## config.mk

```make
export PLATFORM = sky130hd
export DESIGN_NAME = inst_fetch
export DESIGN_NICKNAME = d
export VERILOG_FILES = /design/src/rtl/inst_fetch.sv
export SDC_FILE = /design/constraint.sdc
export NUM_CORES = 1
export LEC_CHECK = 0
export BUFFER_PORTS_ARGS = -buffer_cell sky130_fd_sc_hd__buf_2
export CORE_MARGIN = 10
export CORE_UTILIZATION = 50
export DETAILED_ROUTE_END_ITERATION = 10
export GPL_TIMING_DRIVEN = 1
export PLACE_DENSITY = 0.76
export SETUP_SLACK_MARGIN = 0.5
export SYNTH_ARGS = -nofsm -noshare
export SYNTH_HDL_FRONTEND = slang
export SYNTH_SLANG_ARGS = --single-unit
```

## constraint.sdc

```tcl
create_clock -name clk -period 6.15 [get_ports clk]
set_input_delay 0.3075 -clock clk [delete_from_list [all_inputs] [get_ports clk]]
set_output_delay 0.3075 -clock clk [all_outputs]
set_load 0.02 [all_outputs]
```

## src/rtl/inst_fetch.sv

```systemverilog
// Instruction fetch stage: one outstanding memory request feeding a 2-entry
// {pc, inst} buffer toward the if/id register.
module inst_fetch (
  input  logic        clk,
  input  logic        rst,
  input  logic        stall_i,
  output logic        imem_req_o,
  output logic [31:0] imem_addr_o,
  input  logic        imem_ack_i,
  input  logic [31:0] imem_data_i,
  output logic        valid_o,
  output logic [31:0] pc_o,
  output logic [31:0] inst_o
);

  typedef enum logic {IDLE = 1'b0, WAIT = 1'b1} state_t;

  state_t      r_state, w_state_nxt;
  logic [31:0] r_fetch_pc, w_fetch_pc_nxt;
  logic [31:0] r_addr, w_addr_nxt;
  logic        r_req, w_req_nxt;
  logic [31:0] r_fifo_pc [2];
  logic [31:0] r_fifo_inst [2];
  logic        r_head, r_tail;
  logic [1:0]  r_count, w_count_nxt;
  logic        w_push, w_pop;

  assign valid_o     = (r_count != 2'd0);
  assign w_pop       = valid_o & ~stall_i;
  assign w_push      = (r_state == WAIT) & imem_ack_i;
  assign w_count_nxt = r_count + {1'b0, w_push} - {1'b0, w_pop};

  assign imem_req_o  = r_req;
  assign imem_addr_o = r_addr;
  assign pc_o        = valid_o ? r_fifo_pc[r_head]   : 32'h0000_0000;
  assign inst_o      = valid_o ? r_fifo_inst[r_head] : 32'h0000_0000;

  // A new request is only launched when the buffer will have room for its data.
  always_comb begin
    w_state_nxt    = r_state;
    w_req_nxt      = r_req;
    w_addr_nxt     = r_addr;
    w_fetch_pc_nxt = r_fetch_pc;
    case (r_state)
      IDLE: begin
        if (w_count_nxt < 2'd2) begin
          w_state_nxt = WAIT;
          w_req_nxt   = 1'b1;
          w_addr_nxt  = r_fetch_pc;
        end else begin
          w_req_nxt = 1'b0;
        end
      end
      WAIT: begin
        if (imem_ack_i) begin
          w_fetch_pc_nxt = r_fetch_pc + 32'd4;
          w_addr_nxt     = w_fetch_pc_nxt;
          if (w_count_nxt < 2'd2) begin
            w_req_nxt = 1'b1;
          end else begin
            w_state_nxt = IDLE;
            w_req_nxt   = 1'b0;
          end
        end
      end
      default: begin
        w_state_nxt = IDLE;
        w_req_nxt   = 1'b0;
      end
    endcase
  end

  always_ff @(posedge clk) begin
    if (rst) begin
      r_state        <= IDLE;
      r_fetch_pc     <= 32'h0000_0000;
      r_addr         <= 32'h0000_0000;
      r_req          <= 1'b0;
      r_head         <= 1'b0;
      r_tail         <= 1'b0;
      r_count        <= 2'd0;
      r_fifo_pc[0]   <= 32'h0000_0000;
      r_fifo_pc[1]   <= 32'h0000_0000;
      r_fifo_inst[0] <= 32'h0000_0000;
      r_fifo_inst[1] <= 32'h0000_0000;
    end else begin
      r_state    <= w_state_nxt;
      r_fetch_pc <= w_fetch_pc_nxt;
      r_addr     <= w_addr_nxt;
      r_req      <= w_req_nxt;
      r_count    <= w_count_nxt;
      if (w_push) begin
        r_fifo_pc[r_tail]   <= r_addr;
        r_fifo_inst[r_tail] <= imem_data_i;
        r_tail              <= ~r_tail;
      end
      if (w_pop) begin
        r_head <= ~r_head;
      end
    end
  end

endmodule

```

==> Yosys cells after proc, flatten, opt, wreduce, memory -nomap -nowiden <==
Memories as Yosys holds them, arrays and structs flattened. A register that Yosys moved wholly into a read port is not among the register bits.
Index checks and enable logic that the tools add are counted.
{ "totals": {"reg_bits": 70, "latch_bits": 0, "ramBits": 128, "romBits": 0, "wordCells": 51, "memories": 2} }
{ "classes": {"n_addsub": 3, "mul": 0, "div_mod_pow": 0, "order_cmp": 1, "eq_ne": 2, "shifts": 0, "mux": 25, "bitwise_logic": 6, "reduce_logical": 5} }
{ "memory_table": {"columns": ["name", "words", "word_bits", "read_ports", "rd_clocked_by_memory_dff", "write_ports", "line", "source"], "rows": [
  ["r_fifo_inst", 2, 32, 1, 1, 2, "23", "logic [31:0] r_fifo_inst [2];"],
  ["r_fifo_pc", 2, 32, 1, 1, 2, "22", "logic [31:0] r_fifo_pc [2];"]
]} }
{ "ops": {"columns": ["op", "count"], "rows": [
  ["$mux W32", 6],
  ["$pmux W32 S2", 1],
  ["$reduce_or A32 Y1", 2],
  ["$add A32 B3 Y32 const B", 1],
  ["$mux W1", 16],
  ["$ne A2 B2 Y1 const B", 2],
  ["$not A1 Y1", 4],
  ["$pmux W1 S2", 2],
  ["$reduce_and A2 Y1", 2],
  ["$add A2 B1 Y2", 1],
  ["$and A1 B1 Y1", 2],
  ["$lt A2 B2 Y1 const B", 1],
  ["$reduce_bool A2 Y1", 1],
  ["$sub A2 B1 Y2", 1]
]} }

==> Logic depth before layout (Yosys ltp) <==
Gate-level depths: netlist of the first run.
{ "logic_depth": {"depth_word": 7, "ltp_mapped": 13} }

==> Worst setup path after synthesis of the first run <==
Ideal clock, no wire load.
{ "synth_path": {"path_type": "register to register", "startpoint": "register r_state", "endpoint": "memory r_fifo_inst[0][0] (enable)", "setup_time_ps": 495, "arrival_ps": 3810, "required_ps": 5655, "setup_slack_ps": 1845, "stages_incl_launch_ff": 6, "period_less_slack_ps": 4305, "cell_sequence": "dfxtp_1 -> buf_2 -> and2_1 -> inv_1 -> clkbuf_1 -> o21bai_1"} }
{ "synth_rtl": {"columns": ["element", "line", "source"], "rows": [
  ["from (decl)", "18", "state_t r_state, w_state_nxt;"],
  ["from (signal assigned)", "87", "r_state <= w_state_nxt;"],
  ["to (decl)", "23", null]
]} }

==> Worst setup path in the final report of the first run <==
{ "layout_path": {"startpoint": "register r_state", "endpoint": "register r_addr[12], in the netlist imem_addr_o[12]"} }
{ "layout_via": {"elab_chain_cells": 6} }
{ "layout_rtl": {"columns": ["element", "line", "source"], "rows": [
  ["$and A1 B1 Y1", "30", "assign w_push = (r_state == WAIT) & imem_ack_i;"],
  ["$add A2 B1 Y2", "31", "assign w_count_nxt = r_count + {1'b0, w_push} - {1'b0, w_pop};"],
  ["$sub A2 B1 Y2", "31", null],
  ["$lt A2 B2 Y1", "46", "if (w_count_nxt < 2'd2) begin"],
  ["$ne A2 B2 Y1 (no line)", null, null],
  ["$reduce_and A2 Y1 (no line)", null, null],
  ["to (signal assigned)", "89", "r_addr <= w_addr_nxt;"],
  ["to (decl)", "20", "logic [31:0] r_addr, w_addr_nxt;"]
]} }
Several ways; a longest one is shown, not always the timed one.
A chain may end at the register's enable or synchronous reset.

==> results.cfg, run 1 <==
[status]
status = finished clean

[setup_path]
crit_path_max_fanout = 32
setup.worst_path.end_class = flop
startpoint = r_state
cp.required_ns = 6.49
r2r_setup_slack_ns = 1.99
reg2reg_to = imem_addr_o[12]
critPathKind = flop to flop
cp.arrival_ns = 4.50
worstReg2RegStart = r_state
r2r.worst_path.cells = 10
critPathLaunchType = flop

[sta]
maxSlewHeadroom_pct = 22.6
clock-skew-final_ns = 0.00678
fin_ws_ns = 1.99
rsz0062_at_grt = no
worst_slew_pin_slew_ns = 1.16
setup_tns_ns = 0
fin_crit_ns = 4.16
timing.final.crit_share_pct = 67.6
final-setup-viol-count = 0
maxSlewViolCount = 0
fmax_mhz = 240
finalHoldViolations = 0

[pwr]
p_per_area_nw_per_um2 = 394
leakage_nw = 3.96
ir_drop_v = 0.000274

[logic_synthesis]
synth_area_leaders = edfxtp_1 (42%), dfxtp_1 (15%), and2_1 (9.1%)
synth_top_area_share_pct = 42.3
ys_ff_latch = 191
synthCells = 796
async_flop_share_pct = 0
synth_flop_cell = edfxtp_1
netlist_area_um2 = 8810
synth_edf_count = 124
ys_seq_area_share_pct = 57.5
yosysUniqueCellTypes = 56
yosys_warnings = 0
syn_area_per_cell_um2 = 11.1
synth_top_cell_by_area = edfxtp_1

[global_routing]
grt_usage_pct = 16.3
grt_antenna_before_repair = 0
grt_pass1_wl_um = 31100
gr-total-overflow = 0
grt_max_degree = 72
grt_pass1_vias = 5930

[place]
pre_cts_ws_ns = 2.02
place.port_buffers = 129
dp_hpwl_um = 12600
gp_congestion = 0.867

[cts]
clock_sinks = 191
hold_buffers = 0
cts_made_buffers = 17
clk-insertion-delay-late_ns = 0.43
cts_resized = 0
clk_pin_slew_ns = 0.07
clk_path_buf_depth = 2
cts-root-buf = clkbuf_16
h-tree-depth = 4
postCtsSetupRepairBufs = 0
cts_tree = done

[routing]
antenna_left = 0
dr_total_vias = 5976
wl_um = 19200
drt_pass1_iterations = 5
viasPerCell = 5.28
drc = 0
routedWlPerCell_um = 16.9
drt_iter0_drc = 398

[flow_run]
maxCapViolCount = 0

[final_layout]
final.fill_count = 1442
drive_gt1_share_pct = 21.3
fin_nets = 933
area_delta_synth_final_pct = 15.5
diodes = 0

[die]
ios = 134
fp.dieW_um = 153
row_count = 48
core_um2 = 17300
die_y_um = 153
start_util_pct = 50.9
die-area_um2 = 23300

[min_path]
worstHoldEndpoint = r_fifo_inst[0][4]
min_from = imem_data_i[4]
hold_class = input port to flop
whs_path_depth = 2
==> worst max path at each step <==
stage                         to  cells after the start
3_3_place_gp     imem_addr_o[12]                     10
3_5_place_dp     imem_addr_o[12]                     10
5_1_grt          imem_addr_o[10]                     10
6_report         imem_addr_o[12]                     10
4_1_cts          imem_addr_o[12]                     10
2_1_floorplan  r_fifo_inst[0][0]                      5
==> registers in the layout, summed over array words and instances (netlist names), named ones only <==
signal       cells
imem_req_o       1
r_fifo_inst     64
r_fifo_pc       60
imem_addr_o     30
r_state          1
r_count          2
r_fetch_pc      30
r_tail           1
r_head           1
==> critical path, stage by stage, from the launching register on <==
cell      delay (ns)
dfxtp_1         0.72
and2_1          0.52
inv_1           0.37
ha_1            0.39
inv_1           0.05
ha_1            0.17
xnor3_1         0.29
o21a_1          0.92
buf_4           0.33
nor2_1          0.05
a311oi_1        0.22
==> cells by family (layout without fill, tap and decap cells) <==
group,after synthesis,in the layout,share of synthesized area [%]
muxes,68,68,7.72
adders and majority gates,3,3,0.426
and+or+nand+nor,368,368,22.7
DFF,191,191,57.5
other,1,4,0.0426
buffers and inverters,69,177,3.31
xor gates and xnor gates,33,33,3.44
AOI/OAI and AO/OA,63,63,4.93
==> layout by cell type (no fill, tap or decap), drive strengths merged, types with 9 or more instances in the layout <==
| cell | n |
|---|---|
| mux2i | 68 |
| xnor2 | 22 |
| nand3 | 17 |
| nor3 | 19 |
| and2 | 128 |
| nor2 | 127 |
| buf | 137 |
| o21ai | 10 |
| xor2 | 10 |
| edfxtp | 124 |
| clkbuf | 17 |
| dfxtp | 67 |
| nand4 | 17 |
| a21oi | 12 |
| nor4 | 9 |
| nand2 | 24 |
| a211oi | 15 |
| inv | 16 |
==> stage by stage <==
| step | instance area, um2 | utilization, % | hold WS, ns | total power, W | std cells |
|---|---|---|---|---|---|
| 6_report | 10200 | 58.9 | 0.160 | 0.00401 | 1132 |
| 5_1_grt | 10200 | 58.9 | 0.152 | 0.00423 | 1132 |
| 4_1_cts | 10200 | 58.9 | 0.146 | 0.00405 | 1132 |
| 3_5_place_dp | 9580 | 55.4 | 0.457 | 0.00295 | 1100 |
| 3_3_place_gp | 9580 | 55.4 | 0.447 | 0.00293 | 1100 |
| 2_1_floorplan | 8820 | - | 0.481 | 0.00253 | 799 |
==> cell type report <==
class                           count  area [um2]  area share, %
Clock buffer                       17         425           4.18
Clock inverter                     15         173           1.70
Inverter                            8        30.0          0.295
Multi-Input combinational cell    539        3500           34.3
Sequential cell                   191        5070           49.8
Tap cell                          225         282           2.77
Timing Repair Buffer              137         706           6.93
==> where the power goes <==
group	leakage [nW]	total, W	internal, W	switching (W)
Clock	0.295	0.00111	0.000613	0.000496
Combinational	1.83	0.00118	0.000413	0.000770
Sequential	1.84	0.00172	0.00154	0.000178
==> cell usage after synthesis, types with 3 or more instances <==
cell,count
a2111oi_0,3
a211oi_1,14
a21oi_1,12
a31oi_1,3
and2_1,128
and3_1,6
and4_1,3
buf_1,3
buf_2,8
buf_4,4
clkbuf_1,45
dfxtp_1,67
edfxtp_1,124
ha_1,3
inv_1,8
mux2i_1,68
nand2_1,24
nand3_1,16
nand4_1,16
nor2_1,126
nor3_1,16
nor3_2,3
nor4_1,3
nor4_2,4
o21a_1,3
o21ai_0,10
o22ai_1,3
or3_1,6
or4_1,3
xnor2_1,22
xor2_1,10
==> routing by layer <==
layer	up-vias	global-route usage, %	part of all wire, %	routed length (um)
met5	-	0	0	0
met4	0	5.77	1.6	315
met3	24	4.01	6.3	1200
met2	174	27.0	50	9490
met1	2798	20.2	43	8150
li1	2980	-	-	-
Power figures use the tool's default switching activity.
==> run 2: changes to the inputs <==
clock period = 3.85 ns   (was 6.15 ns; I/O delays follow)
==> run 2 against run 1 <==
Effect of this change: maximum frequency is 49% higher; hold slack worse by 0.12 ns; clock skew is 0.0076 ns higher; sequential power is 59% higher; die area stayed put; via count is 1.4% higher; final area is 0.23% higher; combinational power is 64% higher; non-clock buffer count is 4 higher.
==> results.cfg, run 2 (same netlist as run 1, synthesis figures left out) <==
[routing]
drc = 0
routedWlPerCell_um = 17.0
drt_pass1_iterations = 5
dr_total_vias = 6058
drt_iter0_drc = 410
antenna_left = 0
viasPerCell = 5.33
wl_um = 19300

[final_layout]
fin_util_pct = 59.0
diodes = 0
drive_gt1_share_pct = 21.5
final_cell_mix = buf_2 (129), and2_1 (128), nor2_1 (125), edfxtp_1 (124), mux2i_1 (68)
largestRegisters = r_fifo_inst (64), r_fifo_pc (60)
fin_area_um2 = 10200
area_delta_synth_final_pct = 15.8
final_common_cell = buf_2
fin_nets = 937
largest_register_ffs = 64
top_register = r_fifo_inst

[global_routing]
gr-total-overflow = 0
grt_pass1_wl_um = 31000
grt_antenna_before_repair = 0
grt_max_degree = 64
grt_usage_pct = 16.3
grt_pass1_vias = 5864

[setup_path]
crit_chain = and2_1 -> inv_1 -> ha_1 -> inv_1 -> ha_1 -> xnor3_1 -> o21a_1 -> buf_4 -> nor2_1 -> a2111oi_0
critPathLaunchType = flop
r2r_setup_slack_ns = 1.06
cp.required_ns = 4.14
crit_path_max_incr_delay_ns = 0.49
critPathKind = flop to flop
crit_path_max_fanout = 24
setup.worst_path.end_class = flop
cp.arrival_ns = 3.08
cp_slowest_cell = and2_1

[sta]
worst_slew_pin_slew_ns = 1.10
finalHoldViolations = 0
maxSlewViolCount = 0
setup_tns_ns = 0
fmax_mhz = 359
rsz0062_at_grt = no
maxSlewHeadroom_pct = 26.9
clock-skew-final_ns = 0.0144
fin_crit_ns = 2.79
final-setup-viol-count = 0
timing.final.crit_share_pct = 72.4

[cts]
cts_made_buffers = 17
postCtsSetupRepairBufs = 0
clk_path_buf_depth = 2
clock_sinks = 191
clk-insertion-delay-late_ns = 0.44
clk_pin_slew_ns = 0.07
cts_resized = 0
hold_buffers = 0
h-tree-depth = 4
cts-root-buf = clkbuf_16
cts_tree = done

[min_path]
hold_class = input port to flop

[pwr]
swShare_pct = 36.6
power_frac_seq_pct = 42.8
p_per_area_nw_per_um2 = 626
leakage_nw = 3.97
power.total_w = 0.00639
p_int_w = 0.00405
ir_drop_v = 0.000415
switching_power_w = 0.00233
pwr-share-comb_pct = 30.3
clkPwrFrac_pct = 27.0

[status]
status = finished clean

[die]
row_count = 48
fp.dieW_um = 153
die_y_um = 153
die-area_um2 = 23300
start_util_pct = 50.9
core_um2 = 17300
ios = 134

[place]
placed_cell_area_um2 = 9620
place.port_buffers = 129
gp_congestion = 0.882
dp_hpwl_um = 12800

[flow_run]
maxCapViolCount = 0
==> run 2: cell count changes in the layout (fill, tap and decap cells not counted) <==
cell / previous run / this run
buf_4: 8 / 11
clkbuf_1: 0 / 1
bufinv_16: 2 / 1
buf_12: 0 / 1
inv_6: 5 / 4
clkinv_2: 2 / 0
clkinv_4: 2 / 5
==> run 2: through the flow <==
step | instances | worst slack, ns | hold slack, ns
final | 1136 | 1.06 | 0.0436
after CTS | 1136 | 1.05 | 0.0288
after floorplan | 799 | 0.867 | 0.391
after global routing | 1136 | 0.905 | 0.0370
after detailed placement | 1104 | 1.09 | 0.453
after global placement | 1104 | 1.31 | 0.448
==> run 2: power groups by stage <==
stage          registers [W]  logic [W]  clock network [W]
2_1_floorplan        0.00272    0.00133                  0
3_3_place_gp         0.00278    0.00193                  0
3_5_place_dp         0.00279    0.00196                  0
4_1_cts              0.00274    0.00196            0.00175
5_1_grt              0.00277    0.00211            0.00183
6_report             0.00273    0.00193            0.00172
==> run 2: final timing paths <==
check / from / to / cells past startpoint
max: r_state / imem_addr_o[26] / 10
min: imem_data_i[5] / r_fifo_inst[0][5] / 2
max reg2reg: r_state / imem_addr_o[26] / 10
min reg2reg: imem_req_o / imem_req_o / 1
==> run 2: area by class of cell <==
type                       count  area, um2
clock buffer                  18        429
clock inverter                14        150
fill                        1459       7090
inverter                       8       30.0
multi-input combinational    539       3500
sequential                   191       5070
tap                          225        282
timing repair buffer         141        748
==> run 2: worst max-delay path, delay by kind of cell (launching register included) <==
kind            cells  cell delay, ns
buf+inv             3            0.42
xor+xnor            1            0.30
compound gates      2            0.57
simple gates        2            0.55
flops               1            0.32
fa+ha+maj           2            0.47
==> run 2: routing by layer <==
layer	routed length (um)	vias to the layer above	global-route usage, %
met1	8260	2856	20.0
met3	1230	31	4.01
met2	9480	191	27.3
li1	-	2980	-
met4	372	0	6.13
met5	0	-	0
